--- config.mk ---
export PLATFORM = sky130hd
export DESIGN_NAME = dmem_arbiter
export DESIGN_NICKNAME = d
export VERILOG_FILES = /design/src/rtl/dmem_arbiter.sv
export SDC_FILE = /design/constraint.sdc
export NUM_CORES = 1
export LEC_CHECK = 0
export BUFFER_PORTS_ARGS = -buffer_cell sky130_fd_sc_hd__buf_4
export CAP_MARGIN = 20
export CORE_UTILIZATION = 41
export DETAILED_ROUTE_END_ITERATION = 12
export PLACE_DENSITY_LB_ADDON = 0.1
export SYNTH_ARGS = -nofsm -noshare
export SYNTH_HDL_FRONTEND = slang
export SYNTH_SLANG_ARGS = --single-unit
--- constraint.sdc ---
create_clock -name clk -period 1.85 [get_ports clk]
set_clock_uncertainty 0.05 [all_clocks]
set_input_delay 0.0925 -clock clk [delete_from_list [all_inputs] [get_ports clk]]
set_output_delay 0.0925 -clock clk [all_outputs]
set_load 0.02 [all_outputs]
--- src/rtl/dmem_arbiter.sv ---
// Shares one single-port, fixed-latency data memory between the pipeline MEM stage (M)
// and the debug/program loader (D). M has priority, and D is guaranteed a turn after MAX_WAIT losses.
module dmem_arbiter #(
    parameter int MEM_LAT  = 1,
    parameter int MAX_WAIT = 4
) (
    input  logic        clk,
    input  logic        rst,
    input  logic        m_req,
    input  logic        m_we,
    input  logic [31:0] m_addr,
    input  logic [31:0] m_wdata,
    output logic [31:0] m_rdata,
    output logic        m_done,
    output logic        StallM,
    input  logic        d_req,
    input  logic        d_we,
    input  logic [31:0] d_addr,
    input  logic [31:0] d_wdata,
    output logic [31:0] d_rdata,
    output logic        d_done,
    output logic        mem_en,
    output logic        mem_we,
    output logic [31:0] mem_addr,
    output logic [31:0] mem_wdata,
    input  logic [31:0] mem_rdata
);

    typedef enum logic [1:0] {IDLE, ACCESS, DONE} state_t;

    localparam logic [3:0] LAT_LOAD   = 4'(MEM_LAT);
    localparam logic [2:0] WAIT_LIMIT = 3'(MAX_WAIT);

    state_t      state, state_n;
    logic [3:0]  cnt, cnt_n;
    logic [2:0]  wait_cnt, wait_cnt_n;
    logic        owner_d, owner_d_n;
    logic        grant_d;
    logic        mem_en_n, mem_we_n;
    logic [31:0] mem_addr_n, mem_wdata_n;
    logic [31:0] m_rdata_n, d_rdata_n;
    logic        m_done_n, d_done_n;

    assign StallM = m_req & ~m_done;

    always_ff @(posedge clk) begin
        if (!rst) begin
            state     <= IDLE;
            cnt       <= '0;
            wait_cnt  <= '0;
            owner_d   <= 1'b0;
            mem_en    <= 1'b0;
            mem_we    <= 1'b0;
            mem_addr  <= '0;
            mem_wdata <= '0;
            m_rdata   <= '0;
            d_rdata   <= '0;
            m_done    <= 1'b0;
            d_done    <= 1'b0;
        end else begin
            state     <= state_n;
            cnt       <= cnt_n;
            wait_cnt  <= wait_cnt_n;
            owner_d   <= owner_d_n;
            mem_en    <= mem_en_n;
            mem_we    <= mem_we_n;
            mem_addr  <= mem_addr_n;
            mem_wdata <= mem_wdata_n;
            m_rdata   <= m_rdata_n;
            d_rdata   <= d_rdata_n;
            m_done    <= m_done_n;
            d_done    <= d_done_n;
        end
    end

    // The mem_* registers double as the latched request, so they simply hold outside IDLE.
    always_comb begin
        state_n     = state;
        cnt_n       = cnt;
        wait_cnt_n  = wait_cnt;
        owner_d_n   = owner_d;
        mem_en_n    = 1'b0;
        mem_we_n    = mem_we;
        mem_addr_n  = mem_addr;
        mem_wdata_n = mem_wdata;
        m_rdata_n   = m_rdata;
        d_rdata_n   = d_rdata;
        m_done_n    = 1'b0;
        d_done_n    = 1'b0;
        grant_d     = d_req & (~m_req | (wait_cnt == WAIT_LIMIT));

        case (state)
            IDLE: begin
                if (m_req || d_req) begin
                    owner_d_n   = grant_d;
                    mem_en_n    = 1'b1;
                    mem_we_n    = grant_d ? d_we    : m_we;
                    mem_addr_n  = grant_d ? d_addr  : m_addr;
                    mem_wdata_n = grant_d ? d_wdata : m_wdata;
                    cnt_n       = LAT_LOAD;
                    state_n     = ACCESS;
                end
                // D losing to M counts toward the guard; a D grant or an idle D port clears it.
                if (d_req && !grant_d) begin
                    wait_cnt_n = wait_cnt + 3'd1;
                end else begin
                    wait_cnt_n = '0;
                end
            end
            ACCESS: begin
                cnt_n = cnt - 4'd1;
                if (cnt == 4'd1) begin
                    state_n = DONE;
                    if (!mem_we) begin
                        if (owner_d) begin
                            d_rdata_n = mem_rdata;
                        end else begin
                            m_rdata_n = mem_rdata;
                        end
                    end
                    d_done_n = owner_d;
                    m_done_n = ~owner_d;
                end
            end
            DONE: begin
                state_n = IDLE;
            end
            default: begin
                state_n = IDLE;
            end
        endcase
    end

endmodule

==> impl_metrics.ini <==
[outcome]
status = complete, but fails checks
violations = setup timing

[placement]
placed_cells = 1148
port_buffers = 298
dp_hpwl_mm = 12.1
gp_congestion = 0.796

[power]
leakagePower_nw = 5.08
irDropWorstVdd_v = 0.000606
p_per_area_nw_per_um2 = 835

[logic_synthesis]
synth_compound_area_share_pct = 27.2
yosys.area.top_type_share_pct = 50.3
syn_area_um2 = 5650
ys_seq_elements = 142
synthTopCellsByArea = dfxtp_1 (50%), nand2_1 (13%), a21oi_1 (12%)
syn-num-nets = 874
yosysUniqueCellTypes = 30
synth_area_per_cell_um2 = 8.02
synth_top_family_by_area = compound AO/OA/AOI/OAI gates
synthXorXnorAreaFrac_pct = 0.465
yosys.area.top_type = dfxtp_1
synth_adder_area_share_pct = 0.886
syn_inst = 704
yosys_warnings = 0
ys_seq_area_share_pct = 50.3
yosys.area_share.simple_pct = 16.4
muxShareOfSynthArea_pct = 0

[global_routing]
antenna_found_initial = 0
grt_max_degree = 60
grt_pass1_vias = 7305
grt_pass1_wl_mm = 36.2
grt_use_total_pct = 32.3
grt.overflow.total = 0

[setup_path]
cp_max_fo = 8
r2r_start = cnt[1]
cp.required_ns = 2.09
r2r_cells = 8
r2r_setup_slack_ns = -0.18
path_buf_inv = 3
r2r-end = m_rdata[20]
crit_cells = 8
endpoint_kind = flip-flop
crit_slowest_cell = or4_4
slowest_delay_ns = 0.50
arrival_ns = 2.27
worstSetupPathType = flip-flop to flip-flop
path_cells = inv_2 -> ha_4 -> or3b_4 -> or4_4 -> buf_12 -> buf_16 -> nand2_2 -> a21boi_1
critPathTopFamily = simple AND/OR/NAND/NOR gates
start_kind = flip-flop

[layout]
fin_nets = 1348
area_delta_synth_final_pct = 99.0
drive_gt1_share_pct = 39.2
finalCoreUtilization_pct = 84.2
n_fill_cell = 713
antenna_cells = 0
fin_cells = 1365

[route]
postRouteWirelength_mm = 25.2
drt_pre_antenna_iters = 5
post-route-drc-count = 0
viasPerCell = 5.35
antenna_left = 0
drt_iter0_drc = 518
vias = 7296
avgRoutedWirePerCell_um = 18.5

[floorplan]
die_h_um = 119
die_w_um = 119
core_area_um2 = 13300
dieArea_um2 = 14200
num_rows = 42
start_util_pct = 42.3
ioPinCount = 299

[timing]
setup_viol = 55
holdWs_ns = 0.0824
tightest_slew_ns = 0.526
setup_tns_ns = -3.43
min_period_ns = 2.03
rsz0062_at_grt = yes
relSlewSlack_pct = 64.8
setup_slack_ns = -0.180
max_freq_mhz = 493
final_hold_viol_count = 0
drv_slew = 0
timing.final.crit_share_pct = 110

[clocking]
clkTransAtPathRegs_ns = 0.06
clkSinkCount = 142
htreeDepth = 4
numCtsBuffers = 17
clkLatencyLatePin_ns = 0.41
cts_max_path_buffers = 2
tritoncts = built
root_buffer = clkbuf_16

[hold_path]
hold_path_class = input port to flip-flop
min_delay_path_depth = 4
whs_endpoint = wait_cnt[1]
hp-start = d_req

[flow_run]
max_cap_violations = 0
## state kept, by name, summed over array words and instances, names as in the netlist
register,flops
mem_we,1
wait_cnt,3
d_done,1
mem_en,1
m_rdata,32
owner_d,1
mem_addr,32
m_done,1
mem_wdata,32
d_rdata,32
state,2
cnt,4
## worst max-delay path by stage
stage                startpoint       endpoint  slack [ns]
global placement    wait_cnt[0]  mem_wdata[22]      -0.009
floorplan                cnt[1]     m_rdata[0]       -0.04
finish                   cnt[1]    m_rdata[20]       -0.18
CTS                      cnt[1]    d_rdata[15]       -0.09
detailed placement       cnt[1]    d_rdata[26]       -0.08
global route             cnt[1]    m_rdata[20]       -0.23
## power by group
group | internal, mW | total [mW] | switching (mW)
Clock | 2.14 | 3.44 | 1.30
Combinational | 1.22 | 2.47 | 1.25
Sequential | 3.31 | 3.47 | 0.161
Total | 6.66 | 9.38 | 2.72
## layer usage
layer | up-vias | global-route usage, % | part of all wire, %
met5 | - | 0 | 0
met4 | 0 | 22.7 | 6.0
met3 | 125 | 8.43 | 7.2
met2 | 446 | 56.5 | 51
met1 | 3408 | 33.6 | 36
li1 | 3317 | - | -
## Yosys cell counts (all sizes together)
library cell / number
nand2b: 2
and3: 3
or4: 2
nand4b: 1
nor2b: 4
ha: 4
clkbuf: 44
nand2: 201
nor4: 1
or3b: 1
o21a: 2
o21ai: 68
dfxtp: 142
a21bo: 1
xor2: 1
a21oi: 131
xnor2: 2
nor4b: 1
o22ai: 1
nor2: 4
buf: 12
a21boi: 67
and2: 3
nor3b: 1
a31oi: 1
inv: 4
## worst register-to-register path, stage by stage (launching register included)
cell      delay (ns)
dfxtp_2         0.32
inv_2           0.07
ha_4            0.12
or3b_4          0.37
or4_4           0.50
buf_12          0.16
buf_16          0.14
nand2_2         0.10
a21boi_1        0.09
## cells by family after synthesis
group	after synthesis
simple gates	224
flops	142
compound gates	271
buf+inv	60
xor+xnor	3
fa+ha+maj	4
## layout make-up
class	count	area [µm²]	area share (%)
Inverter	4	15.0	0.134
Clock buffer	19	443	3.94
Tap cell	176	220	1.96
Clock inverter	11	144	1.28
Multi-Input combinational cell	503	2950	26.2
Sequential cell	142	2850	25.3
Timing Repair Buffer	510	4620	41.1
## through the flow
stage | setup slack (ns) | instance area (µm²) | power, mW
CTS | -0.0874 | 10600 | 9.10
detailed placement | -0.0806 | 8230 | 5.37
global placement | -0.00942 | 8230 | 5.36
finish | -0.180 | 11200 | 9.38
floorplan | -0.0446 | 5660 | 4.43
global route | -0.226 | 11200 | 9.73
## placed cells by master (no fill, tap or decap), types with 2 or more instances in the layout
master	synthesis	final
buf_6	4	6
and3_1	3	3
xnor2_1	2	2
clkinv_4	0	3
nand2_2	0	24
nor2b_1	4	3
a21boi_2	0	23
ha_1	4	3
a21boi_0	32	4
buf_12	0	14
buf_16	0	4
dfxtp_1	142	140
nor2b_4	0	2
nand2_1	201	152
clkbuf_16	0	23
bufinv_16	0	3
and2_1	3	3
nor2_1	4	4
a21oi_1	131	128
inv_1	4	3
dlygate4sd3_1	0	162
o21ai_0	67	67
dfxtp_2	0	2
a21boi_1	35	40
a21oi_2	0	3
buf_4	0	317
nand2_4	0	25
clkinv_2	0	4
## what timing repair did
| action | in CTS | in global routing |
|---|---|---|
| pin swaps | 3 | 52 |
| resized for setup | 18 | 126 |
| buffers inserted | 3 | 10 |
| gates cloned | 6 | 8 |
| endpoints found under the hold margin | 129 | 0 |
| hold buffers | 162 | 0 |
| endpoints found under the setup margin | 85 | 105 |
No activity file was read; power rests on OpenSTA's default activity.
